[src/rtl/rob_pkg.sv]
// Shared types and helpers for the reorder buffer / commit unit.
package rob_pkg;

    localparam int PREG_W = 7;
    localparam int ARCH_W = 5;

    typedef struct packed {
        logic              valid;
        logic              done;
        logic              has_dest;
        logic [ARCH_W-1:0] rd;
        logic [PREG_W-1:0] pd_new;
        logic [PREG_W-1:0] pd_old;
    } rob_entry_t;

    // True when tag is strictly younger than ref_tag, ages measured from head modulo DEPTH.
    function automatic logic is_younger(input logic [31:0] tag, input logic [31:0] ref_tag,
                                        input logic [31:0] head, input logic [31:0] idx_mask);
        return ((tag - head) & idx_mask) > ((ref_tag - head) & idx_mask);
    endfunction

endpackage

[src/rtl/rob_ptr.sv]
// Head/tail pointers with wrap bit; derives occupancy count, full and empty.
module rob_ptr #(
    parameter int DEPTH = 16,
    parameter int TAG_W = $clog2(DEPTH)
) (
    input  logic             clk,
    input  logic             reset,
    input  logic             head_inc,
    input  logic             tail_inc,
    input  logic             flush_valid,
    input  logic [TAG_W-1:0] flush_tag,
    output logic [TAG_W-1:0] head_idx,
    output logic [TAG_W-1:0] tail_idx,
    output logic [TAG_W:0]   count,
    output logic             full,
    output logic             empty
);

    logic [TAG_W:0] head_reg, head_next;
    logic [TAG_W:0] tail_reg, tail_next;
    logic [TAG_W:0] flush_dist;

    always_comb begin
        flush_dist = {1'b0, flush_tag - head_reg[TAG_W-1:0]};
        head_next  = head_reg + (TAG_W+1)'(head_inc);
        // Rebuilding tail from head keeps the branch inside [head, tail) across a wrap.
        if (flush_valid) begin
            tail_next = head_reg + flush_dist + (TAG_W+1)'(1);
        end else begin
            tail_next = tail_reg + (TAG_W+1)'(tail_inc);
        end
    end

    always_ff @(posedge clk or posedge reset) begin
        if (reset) begin
            head_reg <= '0;
            tail_reg <= '0;
        end else begin
            head_reg <= head_next;
            tail_reg <= tail_next;
        end
    end

    assign head_idx = head_reg[TAG_W-1:0];
    assign tail_idx = tail_reg[TAG_W-1:0];
    assign count    = tail_reg - head_reg;
    assign empty    = (head_reg == tail_reg);
    assign full     = (head_reg[TAG_W-1:0] == tail_reg[TAG_W-1:0]) &&
                      (head_reg[TAG_W] != tail_reg[TAG_W]);

endmodule

[src/rtl/rob_commit_unit.sv]
// Reorder buffer with in-order single-wide commit, free-list return and mispredict flush.
// Optional retire counter enabled by defining ROB_RETIRE_CNT_EN.
module rob_commit_unit #(
    parameter int DEPTH  = 16,
    parameter int TAG_W  = $clog2(DEPTH),
    parameter int PREG_W = rob_pkg::PREG_W
) (
    input  logic                      clk,
    input  logic                      reset,
    input  logic                      disp_valid,
    output logic                      disp_ready,
    input  logic                      disp_has_dest,
    input  logic [rob_pkg::ARCH_W-1:0] disp_rd,
    input  logic [PREG_W-1:0]         disp_pd_new,
    input  logic [PREG_W-1:0]         disp_pd_old,
    output logic [TAG_W-1:0]          disp_tag,
    input  logic                      wb_valid,
    input  logic [TAG_W-1:0]          wb_tag,
    input  logic                      flush_valid,
    input  logic [TAG_W-1:0]          flush_tag,
    output logic                      commit_valid,
    output logic [rob_pkg::ARCH_W-1:0] commit_rd,
    output logic [PREG_W-1:0]         commit_pd_new,
    output logic                      free_en,
    output logic [PREG_W-1:0]         free_preg,
`ifdef ROB_RETIRE_CNT_EN
    output logic [31:0]               retire_cnt,
`endif
    output logic                      full,
    output logic                      empty
);

    import rob_pkg::*;

    localparam logic [31:0] IDX_MASK = 32'(DEPTH - 1);

    logic [TAG_W-1:0] head_idx, tail_idx;
    logic [TAG_W:0]   count;
    logic [DEPTH-1:0] valid_reg, done_reg;
    logic [DEPTH-1:0] squash;
    logic             disp_fire;
    logic             wb_squashed;
    logic             flush_in_flight;
    rob_entry_t       mem [DEPTH];
    rob_entry_t       head_entry;

    rob_ptr #(.DEPTH(DEPTH), .TAG_W(TAG_W)) u_ptr (
        .clk        (clk),
        .reset      (reset),
        .head_inc   (commit_valid),
        .tail_inc   (disp_fire),
        .flush_valid(flush_valid),
        .flush_tag  (flush_tag),
        .head_idx   (head_idx),
        .tail_idx   (tail_idx),
        .count      (count),
        .full       (full),
        .empty      (empty)
    );

    generate
        for (genvar gi = 0; gi < DEPTH; gi++) begin : g_squash
            assign squash[gi] = flush_valid &&
                is_younger(32'(gi), 32'(flush_tag), 32'(head_idx), IDX_MASK);
        end
    endgenerate

    assign wb_squashed     = flush_valid &&
        is_younger(32'(wb_tag), 32'(flush_tag), 32'(head_idx), IDX_MASK);
    assign flush_in_flight = {1'b0, flush_tag - head_idx} < count;
    assign disp_ready      = ~full;
    assign disp_tag        = tail_idx;
    assign disp_fire       = disp_valid & disp_ready & ~flush_valid;

    // Payload lives in the array; valid/done come from the resettable flag vectors.
    always_comb begin
        head_entry       = mem[head_idx];
        head_entry.valid = valid_reg[head_idx];
        head_entry.done  = done_reg[head_idx];
    end

    assign commit_valid  = head_entry.valid & head_entry.done;
    assign commit_rd     = head_entry.rd;
    assign commit_pd_new = head_entry.pd_new;
    assign free_en       = commit_valid & head_entry.has_dest;
    assign free_preg     = head_entry.pd_old;

    always_ff @(posedge clk) begin
        if (disp_fire) begin
            mem[tail_idx] <= '{valid: 1'b1, done: 1'b0, has_dest: disp_has_dest,
                               rd: disp_rd, pd_new: disp_pd_new, pd_old: disp_pd_old};
        end
    end

    always_ff @(posedge clk or posedge reset) begin
        if (reset) begin
            valid_reg <= '0;
            done_reg  <= '0;
        end else begin
            for (int i = 0; i < DEPTH; i++) begin
                if (commit_valid && head_idx == TAG_W'(i)) begin
                    valid_reg[i] <= 1'b0;
                    done_reg[i]  <= 1'b0;
                end else if (squash[i]) begin
                    valid_reg[i] <= 1'b0;
                end else if (disp_fire && tail_idx == TAG_W'(i)) begin
                    valid_reg[i] <= 1'b1;
                    done_reg[i]  <= 1'b0;
                end else if (wb_valid && wb_tag == TAG_W'(i) && valid_reg[i] && !wb_squashed) begin
                    done_reg[i]  <= 1'b1;
                end
            end
        end
    end

`ifdef ROB_RETIRE_CNT_EN
    always_ff @(posedge clk or posedge reset) begin
        if (reset) begin
            retire_cnt <= '0;
        end else if (commit_valid) begin
            retire_cnt <= retire_cnt + 32'd1;
        end
    end
`endif

    // Illegal stimulus is flagged here rather than handled.
    always @(posedge clk) begin
        if (!reset) begin
            assert (!flush_valid || flush_in_flight);
            assert (!(wb_valid && valid_reg[wb_tag] && done_reg[wb_tag] && !wb_squashed));
        end
    end

endmodule

[config.mk]
export PLATFORM = sky130hd
export DESIGN_NAME = rob_commit_unit
export DESIGN_NICKNAME = d
export VERILOG_FILES = /design/src/rtl/rob_pkg.sv /design/src/rtl/rob_ptr.sv /design/src/rtl/rob_commit_unit.sv
export SDC_FILE = /design/constraint.sdc
export NUM_CORES = 1
export LEC_CHECK = 0
export CELL_PAD_IN_SITES_DETAIL_PLACEMENT = 1
export CELL_PAD_IN_SITES_GLOBAL_PLACEMENT = 1
export CORE_ASPECT_RATIO = 1.75
export CORE_MARGIN = 2
export CORE_UTILIZATION = 53
export DETAILED_ROUTE_END_ITERATION = 10
export PLACE_DENSITY = 0.92
export RECOVER_POWER = 100
export SLEW_MARGIN = 20
export SYNTH_ARGS = -nofsm -noshare
export SYNTH_HDL_FRONTEND = slang
export SYNTH_SLANG_ARGS = --single-unit
[constraint.sdc]
create_clock -name clk -period 5.1 [get_ports clk]
set_clock_uncertainty 0.15 [all_clocks]
set_input_delay 1.53 -clock clk [delete_from_list [all_inputs] [get_ports clk]]
set_output_delay 1.53 -clock clk [all_outputs]
set_load 0.03 [all_outputs]
==> metrics.md <==
| Metric | Value |
|---|---|
| Largest net degree at the start of global routing | `49` |
| CP endpoint kind | `output port` |
| Slew of the pin with the lowest slew margin | `2.41 ns` |
| Crit path DAT | `3.35 ns` |
| Share of cells above drive strength 1 | `0.203` |
| Status | `complete, but fails checks` |
| Total Power | `12000 µW` |
| Power per cell area | `652 mW/mm²` |
| Syn Inst Count | `915` |
| Final #Nets | `1097` |
| Main area contributors after synthesis | `edfxtp_1, mux4_2, dfrtp_1` |
| Internal | `7470 µW` |
| Vias in the first global route | `10400` |
| Wire length on met2 | `23.6 mm` |
| CTS tree | `yes` |
| Final setup TNS | `0 ns` |
| Hold Path Class | `flip-flop to flip-flop` |
| Initial DRC Count | `1079` |
| Port bufs | `60` |
| Critical path class | `flip-flop to output port` |
| Peak Freq | `199 MHz` |
| Async S/R FF share, synth | `0.116` |
| Final ANT Viol Nets | `0` |
| Worst vdd ir | `0.586 mV` |
| Yosys top cell area share | `0.602` |
| Sw frac | `0.377` |
| DPL Wire Length | `27.1 mm` |
| Layout area overhead | `15.2%` |
| Reg2reg start | `u_ptr.head_reg[0]$_DFF_PP0_` |
| Die Y | `234 µm` |
| Filler cells | `2658` |
| Switching Power | `4520 µW` |
| Core ar. | `0.0298 mm²` |
| Worst Reg2Reg Path Length in Cells | `12` |
| Highest metal used | `met5` |
| CP startpoint kind | `flip-flop` |
| Initial Util | `0.535` |
| Post-CTS Resized | `0` |
| Final setup viols | `0` |
| Largest register FFs | `320` |
| Vias per cell | `6.69` |
| Area of the die | `0.0316 mm²` |
| Antenna violations before repair | `3` |
| Number of synthesized flops with an enable pin | `320` |
| Sequential Power Share | `0.320` |
| Slew Viols, Final | `66` |
| Die W | `135 µm` |
| Register area share after synthesis | `0.668` |
| Endpoint of the worst-slack reg-to-reg timing path | `done_reg[10]$_DFFE_PP0P_` |
| Syn Nets | `996` |
| Multi-input gate area | `0.00498 mm²` |
| Fin. Hold Viols | `0` |
| Main synth FF type | `edfxtp_1` |
| Failing checks | `max-capacitance violations, max-slew violations` |
| CTS HTree Levels | `1` |
| # rows | `84` |
| Pre-CTS setup slack | `-0.0400 ns` |
| R2R Setup Slk | `0.38 ns` |
| Wire length on met3 | `3.10 mm` |
| Syn avg cell area | `17.4 µm²` |
| Fin crit period | `5.03 ns` |
| Slew margin rel. | `-0.610` |
| Synth Cell Area | `0.0160 mm²` |
| First-pass detailed-route iteration total | `7` |
| CTS Sinks | `362` |
| Critical Path Source | `u_ptr.head_reg[1]$_DFF_PP0_` |
| Count leader, synth | `edfxtp_1` |
| First-pass GRT wire length | `67.3 mm` |
| Syn. warnings | `0` |
| Fin crit share | `0.987` |
| DRC errors left | `0` |
| CTS Root Cell | `clkbuf_16` |
| Routed WL | `45.6 mm` |
| Via count | `9550` |
| Clock Latency Late Sink | `0.58 ns` |
| CTS Buf Count | `29` |
| Clock tree buffer depth | `3` |
| Gate power share | `0.451` |
| Avg WL per Cell | `31.9 µm` |
| Post-synth cell types | `65` |
| Clock power share | `0.230` |
| Max FO, Critical Path | `30` |
| GPL Wtd Cong | `0.912` |
| Total grt overflow | `0` |
| Leading area contributor after synthesis | `edfxtp_1` |
| Wl on met1 | `15.7 mm` |
| RSZ-0062 raised after global routing | `no` |
| Synth cell count leaders | `edfxtp_1, mux4_2, nor2_1` |
| Sequential cell area | `0.0107 mm²` |
| Max cap viols | `2` |
| Reg clk slew, reported paths | `0.08 ns` |
| Post-CTS Hold Buffers | `0` |
| CP Capture Point | `free_preg[0]` |
| I/O pin total | `61` |
| Worst path required time | `3.42 ns` |
| Overall Global Routing Usage | `0.298` |
| Seq cells post-synth | `362` |
| Static Leak | `0.00632 µW` |
| Setup WS post-layout | `0.0652 ns` |
## power by group through the flow
stage / Combinational (µW) / Clock [µW] / Sequential (µW)
4_1_cts: 5500 / 2760 / 3820
6_report: 5400 / 2750 / 3830
5_1_grt: 5760 / 2850 / 3860
3_5_place_dp: 5340 / 0 / 3890
2_1_floorplan: 3760 / 0 / 3650
3_3_place_gp: 5100 / 0 / 3850
## worst min path at each step
stage | from | endpoint | slack, ns | cells past startpoint
after CTS | u_ptr.head_reg[4]$_DFF_PP0_ | u_ptr.head_reg[4]$_DFF_PP0_ | 0.41 | 1
after global routing | done_reg[4]$_DFFE_PP0P_ | done_reg[4]$_DFFE_PP0P_ | 0.43 | 2
after detailed placement | done_reg[4]$_DFFE_PP0P_ | done_reg[4]$_DFFE_PP0P_ | 0.37 | 2
after floorplan | done_reg[10]$_DFFE_PP0P_ | done_reg[10]$_DFFE_PP0P_ | 0.32 | 2
final | u_ptr.head_reg[4]$_DFF_PP0_ | u_ptr.head_reg[4]$_DFF_PP0_ | 0.41 | 1
after global placement | done_reg[4]$_DFFE_PP0P_ | done_reg[4]$_DFFE_PP0P_ | 0.36 | 2
## critical path: stages (launching register included)
cell	delay, ns
dfrtp_4	0.75
buf_4	0.41
mux4_2	0.37
mux4_2	0.50
dlygate4sd3_1	0.72
## layout make-up
cell class / instances / share of cell area
diodes: 2 / 0.000272
clock buffers: 31 / 0.0399
clock inverters: 23 / 0.0237
inverters: 29 / 0.00592
multi-input cells: 481 / 0.271
flip-flops and latches: 362 / 0.580
well taps: 387 / 0.0263
repair buffers: 113 / 0.0534
## cell usage in the layout, fill, tap and decap left out, drive strengths merged, types with 3 or more instances in the layout
master           n
edfxtp         320
mux4           101
clkbuf          57
nor2            54
ha              44
dfrtp           42
dlygate4sd3     38
nand2           34
buf             29
inv             28
nor3            28
a21oi           22
xnor2           21
clkdlybuf4s50   20
nand3           19
o21ai           19
and3            15
a41oi           14
bufinv          12
clkinv          11
o211ai          10
a211oi           9
xor2             7
a31oi            6
nand2b           6
nor2b            5
a21o             5
nor3b            5
o2111ai          4
a311oi           4
nand4            4
maj3             4
fa               4
o211a            3
a2111oi          3
and2             3
## per-layer routing
layer,vias to the layer above,global-route usage
met5,-,0
met4,2,0.188
met3,194,0.0484
met2,545,0.517
met1,4924,0.341
li1,3885,-
## kinds of logic (layout without fill, tap and decap cells)
| family | count (synthesis) | after routing | synth area share |
|---|---|---|---|
| compound gates | 112 | 112 | 0.0505 |
| xor+xnor | 29 | 29 | 0.0182 |
| fa+ha+maj | 52 | 52 | 0.0420 |
| buf+inv | 72 | 196 | 0.0205 |
| flops | 362 | 362 | 0.668 |
| mux | 104 | 104 | 0.145 |
| other cells | 0 | 2 | 0 |
| simple gates | 184 | 184 | 0.0567 |
## through the flow
stage	area, µm²	util	hold slack (ns)	instances
2_1_floorplan	16000	-	0.316	915
3_3_place_gp	17300	0.581	0.364	1371
3_5_place_dp	17300	0.581	0.375	1371
4_1_cts	18500	0.621	0.411	1426
5_1_grt	18400	0.616	0.427	1427
6_report	18400	0.616	0.412	1428
## what timing repair did
action,in CTS,in global routing
endpoints found under the hold margin,0,0
setup buffers,1,0
setup endpoints to repair,10,0
(Power assumes the default switching activity.)
